### src/rtl/neuron_scheduler_if.sv
// Weight-memory and shared-neuron datapath bus of the neuron scheduler.
// master = scheduler side, slave = weight SRAM plus combinational neuron side.
interface neuron_scheduler_if #(
    parameter int SIZE = 8,
    parameter int AW   = 8
);
    logic            weight_ren;
    logic [AW-1:0]   weight_addr;
    logic [SIZE-1:0] weight_rdata;
    logic [SIZE-1:0] dp_weight;
    logic [SIZE-1:0] dp_v_mem_in;
    logic [SIZE-1:0] dp_beta;
    logic [SIZE-1:0] dp_v_th;
    logic            dp_function_sel;
    logic            dp_spike;
    logic [SIZE-1:0] dp_v_mem_out;

    modport master (
        output weight_ren, weight_addr, dp_weight, dp_v_mem_in, dp_beta, dp_v_th, dp_function_sel,
        input  weight_rdata, dp_spike, dp_v_mem_out
    );
    modport slave (
        input  weight_ren, weight_addr, dp_weight, dp_v_mem_in, dp_beta, dp_v_th, dp_function_sel,
        output weight_rdata, dp_spike, dp_v_mem_out
    );
endinterface

### src/rtl/neuron_scheduler.sv
// Runs one SNN timestep of a neuron layer on one shared neuron: integrate every (input, neuron) pair, then decay/fire.
// start->done in 1+2*NUM_INPUTS*NUM_NEURONS+NUM_NEURONS cycles (weight SRAM never stalls); NEURON_SCHED_SKIP_EN skips silent inputs.
module neuron_scheduler #(
    parameter int SIZE        = 8,
    parameter int NUM_INPUTS  = 16,
    parameter int NUM_NEURONS = 10,
    parameter int AW          = $clog2(NUM_INPUTS*NUM_NEURONS)
) (
    input  logic                   clk,
    input  logic                   rst_n,
    input  logic                   start,
    input  logic                   clear_vmem,
    input  logic [NUM_INPUTS-1:0]  spikes_in,
    input  logic [SIZE-1:0]        beta,
    input  logic [SIZE-1:0]        v_th,
    output logic                   busy,
    output logic                   done,
    output logic [NUM_NEURONS-1:0] spikes_out,
    neuron_scheduler_if.master     bus
);
    localparam int IW = (NUM_INPUTS  > 1) ? $clog2(NUM_INPUTS)  : 1;
    localparam int NW = (NUM_NEURONS > 1) ? $clog2(NUM_NEURONS) : 1;

    localparam logic [2:0] IDLE  = 3'd0;
    localparam logic [2:0] FETCH = 3'd1;
    localparam logic [2:0] EXEC  = 3'd2;
    localparam logic [2:0] DECAY = 3'd3;
    localparam logic [2:0] DONE  = 3'd4;

    logic [2:0]             state;
    logic [IW-1:0]          in_idx;
    logic [NW-1:0]          n_idx;
    logic [NUM_INPUTS-1:0]  spk_lat;
    logic [SIZE-1:0]        beta_q;
    logic [SIZE-1:0]        vth_q;
    logic [SIZE-1:0]        vmem [NUM_NEURONS];
    logic [NUM_NEURONS-1:0] pend;
    logic [NUM_NEURONS-1:0] spk_next;
    logic                   cur_spk;
    logic                   last_n;
    logic                   fire;

    assign cur_spk = spk_lat[in_idx];
    assign last_n  = (n_idx == NW'(NUM_NEURONS-1));
    // pend carries an integrate overflow forward so the neuron fires regardless of threshold
    assign fire    = bus.dp_spike | pend[n_idx];

`ifdef NEURON_SCHED_SKIP_EN
    logic          first_found;
    logic          nxt_found;
    logic [IW-1:0] first_idx;
    logic [IW-1:0] nxt_idx;

    always_comb begin
        first_found = 1'b0;
        first_idx   = '0;
        nxt_found   = 1'b0;
        nxt_idx     = '0;
        for (int i = NUM_INPUTS-1; i >= 0; i--) begin
            if (spikes_in[i]) begin
                first_found = 1'b1;
                first_idx   = IW'(i);
            end
            if (spk_lat[i] && (i > int'(in_idx))) begin
                nxt_found = 1'b1;
                nxt_idx   = IW'(i);
            end
        end
    end
`else
    logic last_in;
    assign last_in = (in_idx == IW'(NUM_INPUTS-1));
`endif

    always_ff @(posedge clk) begin
        if (!rst_n) begin
            state      <= IDLE;
            in_idx     <= '0;
            n_idx      <= '0;
            spk_lat    <= '0;
            beta_q     <= '0;
            vth_q      <= '0;
            pend       <= '0;
            spk_next   <= '0;
            spikes_out <= '0;
            for (int i = 0; i < NUM_NEURONS; i++) vmem[i] <= '0;
        end else begin
            case (state)
                IDLE: begin
                    if (clear_vmem)
                        for (int i = 0; i < NUM_NEURONS; i++) vmem[i] <= '0;
                    if (start) begin
                        spk_lat <= spikes_in;
                        beta_q  <= beta;
                        vth_q   <= v_th;
                        pend    <= '0;
                        n_idx   <= '0;
`ifdef NEURON_SCHED_SKIP_EN
                        in_idx  <= first_idx;
                        state   <= first_found ? FETCH : DECAY;
`else
                        in_idx  <= '0;
                        state   <= FETCH;
`endif
                    end
                end
                FETCH: state <= EXEC;
                EXEC: begin
                    if (bus.dp_spike) begin
                        vmem[n_idx] <= '1;
                        pend[n_idx] <= 1'b1;
                    end else begin
                        vmem[n_idx] <= bus.dp_v_mem_out;
                    end
                    if (!last_n) begin
                        n_idx <= n_idx + 1'b1;
                        state <= FETCH;
                    end else begin
                        n_idx <= '0;
`ifdef NEURON_SCHED_SKIP_EN
                        if (nxt_found) begin
                            in_idx <= nxt_idx;
                            state  <= FETCH;
                        end else begin
                            state  <= DECAY;
                        end
`else
                        if (last_in) begin
                            state  <= DECAY;
                        end else begin
                            in_idx <= in_idx + 1'b1;
                            state  <= FETCH;
                        end
`endif
                    end
                end
                DECAY: begin
                    vmem[n_idx]     <= fire ? '0 : bus.dp_v_mem_out;
                    spk_next[n_idx] <= fire;
                    if (last_n) begin
                        n_idx <= '0;
                        state <= DONE;
                    end else begin
                        n_idx <= n_idx + 1'b1;
                    end
                end
                DONE: begin
                    spikes_out <= spk_next;
                    state      <= IDLE;
                end
                default: state <= IDLE;
            endcase
        end
    end

    assign busy        = (state == FETCH) || (state == EXEC) || (state == DECAY);
    assign done        = (state == DONE);
    assign bus.dp_beta = beta_q;
    assign bus.dp_v_th = vth_q;

    always_comb begin
        bus.weight_ren      = 1'b0;
        bus.weight_addr     = '0;
        bus.dp_weight       = '0;
        bus.dp_v_mem_in     = '0;
        bus.dp_function_sel = 1'b0;
        case (state)
            FETCH: begin
                if (cur_spk) begin
                    bus.weight_ren  = 1'b1;
                    bus.weight_addr = AW'(in_idx) * AW'(NUM_NEURONS) + AW'(n_idx);
                end
            end
            EXEC: begin
                bus.dp_v_mem_in = vmem[n_idx];
                bus.dp_weight   = cur_spk ? bus.weight_rdata : '0;
            end
            DECAY: begin
                bus.dp_function_sel = 1'b1;
                bus.dp_v_mem_in     = vmem[n_idx];
            end
            default: ;
        endcase
    end
endmodule

### src/flat_wrapper.sv
// flat-port wrapper written by rule: the top's interface ports become plain ports
module neuron_scheduler_flat 
#(
    parameter int SIZE        = 8,
    parameter int NUM_INPUTS  = 16,
    parameter int NUM_NEURONS = 10,
    parameter int AW          = $clog2(NUM_INPUTS*NUM_NEURONS)
)
  (clk, rst_n, start, clear_vmem, spikes_in, beta, v_th, busy, done, spikes_out, bus_weight_ren, bus_weight_addr, bus_dp_weight, bus_dp_v_mem_in, bus_dp_beta, bus_dp_v_th, bus_dp_function_sel, bus_weight_rdata, bus_dp_spike, bus_dp_v_mem_out);
  neuron_scheduler_if #(.SIZE(SIZE), .AW(AW)) bus_i ();
  input  logic clk;
  input  logic rst_n;
  input  logic start;
  input  logic clear_vmem;
  input  logic [NUM_INPUTS-1:0] spikes_in;
  input  logic [SIZE-1:0] beta;
  input  logic [SIZE-1:0] v_th;
  output logic busy;
  output logic done;
  output logic [NUM_NEURONS-1:0] spikes_out;
  output wire logic [$bits(bus_i.weight_ren)-1:0] bus_weight_ren;
  output wire logic [$bits(bus_i.weight_addr)-1:0] bus_weight_addr;
  output wire logic [$bits(bus_i.dp_weight)-1:0] bus_dp_weight;
  output wire logic [$bits(bus_i.dp_v_mem_in)-1:0] bus_dp_v_mem_in;
  output wire logic [$bits(bus_i.dp_beta)-1:0] bus_dp_beta;
  output wire logic [$bits(bus_i.dp_v_th)-1:0] bus_dp_v_th;
  output wire logic [$bits(bus_i.dp_function_sel)-1:0] bus_dp_function_sel;
  input wire logic [$bits(bus_i.weight_rdata)-1:0] bus_weight_rdata;
  input wire logic [$bits(bus_i.dp_spike)-1:0] bus_dp_spike;
  input wire logic [$bits(bus_i.dp_v_mem_out)-1:0] bus_dp_v_mem_out;
  assign bus_weight_ren = bus_i.weight_ren;
  assign bus_weight_addr = bus_i.weight_addr;
  assign bus_dp_weight = bus_i.dp_weight;
  assign bus_dp_v_mem_in = bus_i.dp_v_mem_in;
  assign bus_dp_beta = bus_i.dp_beta;
  assign bus_dp_v_th = bus_i.dp_v_th;
  assign bus_dp_function_sel = bus_i.dp_function_sel;
  assign bus_i.weight_rdata = bus_weight_rdata;
  assign bus_i.dp_spike = bus_dp_spike;
  assign bus_i.dp_v_mem_out = bus_dp_v_mem_out;
  neuron_scheduler #(.SIZE(SIZE), .NUM_INPUTS(NUM_INPUTS), .NUM_NEURONS(NUM_NEURONS), .AW(AW)) u_core (.clk(clk), .rst_n(rst_n), .start(start), .clear_vmem(clear_vmem), .spikes_in(spikes_in), .beta(beta), .v_th(v_th), .busy(busy), .done(done), .spikes_out(spikes_out), .bus(bus_i));
endmodule
### config.mk
export PLATFORM = sky130hd
export DESIGN_NAME = neuron_scheduler_flat
export DESIGN_NICKNAME = d
export VERILOG_FILES = /design/src/rtl/neuron_scheduler_if.sv /design/src/rtl/neuron_scheduler.sv /design/src/flat_wrapper.sv
export SDC_FILE = /design/constraint.sdc
export NUM_CORES = 1
export LEC_CHECK = 0
export CAP_MARGIN = 15
export CORE_UTILIZATION = 60
export CTS_BUF_LIST = sky130_fd_sc_hd__clkbuf_16
export CTS_CLUSTER_SIZE = 12
export DETAILED_ROUTE_END_ITERATION = 6
export PLACE_DENSITY = 0.84
export SKIP_LAST_GASP = 1
export SYNTH_ARGS = -nofsm -noshare
export SYNTH_HDL_FRONTEND = slang
export SYNTH_SLANG_ARGS = --single-unit
### constraint.sdc
create_clock -name clk -period 4.1 [get_ports clk]
set_input_delay 1.23 -clock clk [delete_from_list [all_inputs] [get_ports clk]]
set_output_delay 1.23 -clock clk [all_outputs]
set_load 0.01 [all_outputs]
==> results of run 1 <==
==> cell usage after synthesis (all sizes together), types with 7 or more instances <==
cell type	instances	share of area
ha	8	0.011
nor3b	7	0.0063
mux4	35	0.086
mux2i	22	0.024
inv	17	0.0070
nor2	95	0.039
buf	21	0.015
nor3	50	0.031
o21ai	7	0.0038
o22ai	8	0.0055
dfxtp	77	0.17
nand2	126	0.052
a21oi	69	0.038
a211oi	9	0.0080
nor2b	7	0.0048
clkbuf	32	0.013
edfxtp	128	0.42
==> timing repair <==
action	4_1_cts	5_1_grt
pin swaps	0	1
endpoints found under the setup margin	14	5
hold endpoints to repair	0	0
gates resized for setup	9	7
==> worst max-delay path: stages (launching register included) <==
cell       delay [ns]
dfxtp_2          0.36
ha_1             0.30
ha_1             0.22
inv_1            0.08
fa_2             0.47
inv_1            0.07
o2111ai_1        0.13
xor2_1           0.19
a21oi_1          0.09
nor3_1           0.13
clkbuf_2         0.16
==> power by group through the flow <==
stage               clock [mW]  sequential [mW]  combinational [mW]
floorplan                    0             2.34               0.214
detailed placement           0             2.35               0.357
global route              1.86             2.32               0.388
finish                    1.78             2.31               0.361
CTS                       1.79             2.31               0.361
global placement             0             2.34               0.344
==> cell type report <==
cell class,instances,share of cell area
multi-input combinational,510,0.311
inverter,17,0.00578
tap,184,0.0209
timing repair buffer,134,0.116
clock buffer,23,0.0521
clock inverter,15,0.00601
sequential,205,0.489
==> layer usage <==
layer	GRT usage	wire length (µm)	up-vias
li1	-	-	3045
met3	0.0556	1430	61
met5	0	0	-
met1	0.319	8010	3212
met4	0.0940	630	0
met2	0.512	11300	290
==> through the flow <==
| stage | hold WS (ns) | area (µm²) |
|---|---|---|
| after floorplan | 0.431 | 9120 |
| after global placement | 0.442 | 10400 |
| after detailed placement | 0.451 | 10400 |
| after CTS | 0.460 | 11000 |
| after global routing | 0.476 | 11000 |
| final | 0.457 | 11000 |
==> logic make-up (layout without fill, tap and decap cells) <==
kind of cell | Yosys count | after routing | synth area share
AOI/OAI and AO/OA | 117 | 117 | 0.0823
and+or+nand+nor | 318 | 318 | 0.158
xor gates and xnor gates | 8 | 8 | 0.00769
adders and majority gates | 10 | 10 | 0.0154
buffers and inverters | 70 | 189 | 0.0350
DFF | 205 | 205 | 0.591
muxes | 57 | 57 | 0.111
==> placed cells by master (no fill, tap or decap), types with 23 or more instances in the layout <==
cell | synthesis | routed
edfxtp_1 | 128 | 128
dfxtp_1 | 77 | 73
mux4_2 | 35 | 35
nor2_1 | 95 | 95
clkdlybuf4s50_1 | 0 | 102
a21oi_1 | 69 | 69
clkbuf_16 | 0 | 23
buf_4 | 0 | 26
nand2_1 | 126 | 126
nor3_1 | 44 | 44
inv_1 | 17 | 25
==> state kept, by name, summed over array words and instances (netlist names), named ones only <==
register	cells
u_core.n_idx	4
u_core.pend	10
u_core.spk_lat	16
u_core.state	3
u_core.in_idx	4
u_core.spikes_out	10
u_core.bus.dp_v_th	8
u_core.bus.dp_beta	8
u_core.spk_next	10
u_core.vmem	128
==> final timing paths <==
| check | startpoint | endpoint | slack, ns | cells after the start |
|---|---|---|---|---|
| worst min register to register | u_core.spk_next[4] | u_core.spikes_out[4] | 0.46 | 2 |
| worst max register to register | u_core.n_idx[0] | u_core.vmem[0][6] | 1.05 | 6 |
| worst max-delay path | u_core.in_idx[1] | bus_weight_addr[7] | 0.17 | 10 |
| worst min-delay path | u_core.spk_next[4] | u_core.spikes_out[4] | 0.46 | 2 |
==> qor.csv, run 1 <==
metric,value,unit
outcome,"finished, violations left",
violations,design-rule violations,
critPathKind,reg2out,
coreArea,14700,µm²
clock.fmax,255,MHz
finalHoldViolCount,0,
period_minus_slack,3.93,ns
cts_buffers,22,
die_h,125,µm
place_inst,1050,
start_kind,flip-flop,
clock_latency,0.50,ns
drt_wl_total,21300,µm
p_sw,1.00,mW
dr_total_vias,6608,
antenna_left,0,
cp-end-kind,output port,
gp_congestion,0.871,
setup_viol,0,
cts_tree,yes,
syn_area_per_cell,11.6,µm²
ys.flop_type,edfxtp_1,
grt_max_degree,36,
vias_per_cell,6.07,
clockRootBuffer,clkbuf_16,
clock_skew,0.00861,ns
synth_cell_types,51,
fillers,908,
slew_violations,0,
layout-drive-gt1-share,0.126,
place_ws,0.178,ns
grt_pass1_wl,33700,µm
peakVddDrop,348,µV
grt_remaining_overflow,0,
final_util,0.751,
cts.path.max_buffers,3,
relSlewSlack,0.386,
ys_async_sr_fraction,0,
clkPwrFrac,0.400,
max-cap-violations,0,
power_density,403,nW/µm²
leakagePower,4.01,nW
die-area,15700,µm²
num_antenna_cells,0,
grt_pass1_vias,6636,
ys_ff_latch,205,
clkTransAtPathRegs,0.06,ns
p_comb_frac,0.081,
antenna_found_initial,0,
cts_setup_buffers,0,
grt_use_total,0.277,
num-nets-final,953,
synth.yosys.seq_area_share,0.591,
htreeDepth,1,
num_rows,44,
ff_latch_area,5390,µm²
worstMarginPinSlew,0.920,ns
cts_sinks,205,
drc,3,
drt_iter0_markers,614,
path_max_fanout,8,
synth_edf_count,128,
rsz0062_at_grt,false,
syn-num-nets,848,
ys_warn_count,0,
port_buffers,106,
p_sw_frac,0.225,
multi_input_area,3430,µm²
post-dp-hpwl,14700,µm
drt_pass1_iterations,7,
io_pins,107,
tns,0,ns
setup_slack,0.175,ns
wl_per_cell,19.6,µm
hold_class,reg2reg,
synthesis.area,9120,µm²
final_cells,1088,
synthesis.instances,785,
period_share,0.957,
required,2.87,ns
critPathArrivalTime,2.70,ns
power,4.45,mW
power.internal,3.44,mW
chipWidth,125,µm
area_growth,21.1,%
start_util,0.620,
cts_hold_buf,0,
seqPwrFrac,0.519,
No activity file was read; power rests on OpenSTA's default activity.
==> run 2, diff against run 1 <==
- CORE_UTILIZATION: 60 -> 35
- GPL_ROUTABILITY_DRIVEN: default -> 0
- PLACE_DENSITY: 0.84 -> 0.53
==> qor.csv, run 2 (same netlist as run 1, synthesis figures left out) <==
metric,value,unit,change
outcome,"finished, final reports clean",,"was finished, violations left"
clock_latency,0.51,ns,was 0.50 ns
crit_buf_inv,3,,unchanged
dr_total_vias,6226,,was 6608
setup_viol,0,,unchanged
worstMarginPinSlew,1.02,ns,was 0.920 ns
clock_skew,0.00797,ns,was 0.00861 ns
power,4.49,mW,was 4.45 mW
final_area,11300,µm²,was 11000 µm²
io_pins,107,,unchanged
mostFrequentLayoutCells,"128 x edfxtp_1, 126 x nand2_1, 104 x clkdlybuf4s50_1",,"was 128 x edfxtp_1, 126 x nand2_1, 102 x clkdlybuf4s50_1"
relSlewSlack,0.318,,was 0.386
cts_tree,yes,,unchanged
antenna_left,0,,unchanged
num_antenna_cells,0,,unchanged
coreArea,25400,µm²,was 14700 µm²
place_inst,1202,,was 1050
drc,0,,was 3
place_ws,0.336,ns,was 0.178 ns
grt_remaining_overflow,0,,unchanged
drt_wl_total,22500,µm,was 21300 µm
top_register,u_core.vmem,,unchanged
largest_register_ffs,128,,unchanged
cp-end-kind,output port,,unchanged
highest_layer,met4,,unchanged
cts_sinks,205,,unchanged
cp_slowest_stage_delay,0.48,ns,was 0.47 ns
grt_use_total,0.174,,was 0.277
critPathKind,reg2out,,unchanged
required,2.87,ns,about the same
clock.fmax,251,MHz,was 255 MHz
period_minus_slack,3.98,ns,was 3.93 ns
grt_max_degree,38,,was 36
reg_top3,"u_core.vmem: 128 flops, u_core.spk_lat: 16 flops",,unchanged
die_h,163,µm,was 125 µm
area_growth,23.8,%,was 21.1%
cts_buffers,23,,was 22
crit_chain,ha_1 > ha_1 > inv_1 > fa_2 > inv_1 > o2111ai_1 > xor2_1 > a21oi_1 > nor3_1 > clkdlybuf4s15_1,,was ha_1 > ha_1 > inv_1 > fa_2 > inv_1 > o2111ai_1 > xor2_1 > a21oi_1 > nor3_1 > clkbuf_2
period_share,0.971,,was 0.957
htreeDepth,1,,unchanged
cts.path.max_buffers,3,,unchanged
leakagePower,4.01,nW,about the same
finalHoldViolCount,0,,unchanged
critPathArrivalTime,2.75,ns,was 2.70 ns
layout-drive-gt1-share,0.133,,was 0.126
setup_slack,0.120,ns,was 0.175 ns
peakVddDrop,213,µV,was 348 µV
placed_area,10600,µm²,was 10400 µm²
start_util,0.359,,was 0.620
drt_iter0_markers,327,,was 614
cts_hold_buf,0,,unchanged
rsz0062_at_grt,true,,was false
port_buffers,106,,unchanged
die-area,26700,µm²,was 15700 µm²
wl_per_cell,18.1,µm,was 19.6 µm
drt_pass1_iterations,4,,was 7
num-nets-final,960,,was 953
cpLargestDelayFamily,adder cells,,unchanged
final_cells,1243,,was 1088
vias_per_cell,5.01,,was 6.07
cts_setup_buffers,0,,unchanged
clockRootBuffer,clkbuf_16,,unchanged
post-dp-hpwl,15300,µm,was 14700 µm
max-cap-violations,0,,unchanged
hold_class,reg2reg,,unchanged
dr_wl_met3,1160,µm,was 1430 µm
final_common_cell,edfxtp_1,,unchanged
grt_pass1_vias,6347,,was 6636
start_kind,flip-flop,,unchanged
power_density,398,nW/µm²,was 403 nW/µm²
antenna_found_initial,0,,unchanged
path_max_fanout,4,,was 8
tns,0,ns,unchanged
critPathSlowestCell,fa_2,,unchanged
met1_length,9910,µm,was 8010 µm
wl_met2,10900,µm,was 11300 µm
clkTransAtPathRegs,0.06,ns,about the same
num_rows,58,,was 44
chipWidth,163,µm,was 125 µm
slew_violations,0,,unchanged
grt_pass1_wl,35600,µm,was 33700 µm
run 2: cell count changes in the layout (fill, tap and decap cells not counted), moves of 2 or more:
| cell | change |
|---|---|
| dfxtp_1 | +3 |
| clkdlybuf4s50_1 | +2 |
| dfxtp_2 | -3 |
| inv_1 | -4 |
| buf_4 | +7 |
| clkinv_1 | +3 |
| inv_2 | +2 |
run 2: where the power goes:
group          leakage (nW)  total (mW)  internal, mW  switching (mW)
registers              1.92        2.30          2.27          0.0353
clock network         0.342        1.82          1.01           0.805
logic                  1.74       0.368         0.170           0.198
total                  4.01        4.49          3.45            1.04
run 2: final timing paths:
path              slack, ns                    end             startpoint  cells past startpoint
hold / removal         0.45  u_core.bus.dp_v_th[4]  u_core.bus.dp_v_th[4]                      2
setup / recovery       0.12     bus_weight_addr[7]       u_core.in_idx[1]                     10
hold reg to reg        0.45  u_core.bus.dp_v_th[4]  u_core.bus.dp_v_th[4]                      2
setup reg to reg       1.38      u_core.vmem[3][2]        u_core.n_idx[0]                      5
run 2: final cells by class:
type                    instances  area (µm²)
clock buffers                  23         576
clock inverters                18        80.1
fillers                      2421       14100
inverters                      17        63.8
multi-input cells             510        3440
flip-flops and latches        205        5390
well taps                     330         413
repair buffers                140        1330
run 2: worst register-to-register path, delay by kind of cell (launching register included):
family / cells / cell delay (ns)
buf+inv: 1 / 0.30
flops: 1 / 0.66
simple gates: 4 / 1.41
run 2: timing repair:
action                                  CTS  global route
endpoints found under the setup margin   10             8
resized for setup                         4             5
cloned                                    0             0
run 2: stage by stage:
step            util  hold WS (ns)
2_1_floorplan      -         0.431
3_3_place_gp   0.418         0.441
3_5_place_dp   0.418         0.448
4_1_cts        0.444         0.454
5_1_grt        0.444         0.474
6_report       0.444         0.452
run 2: layer usage:
layer,vias up,global-route usage
met5,-,0
met4,0,0.0497
met3,36,0.0338
met2,138,0.293
met1,2995,0.225
li1,3057,-
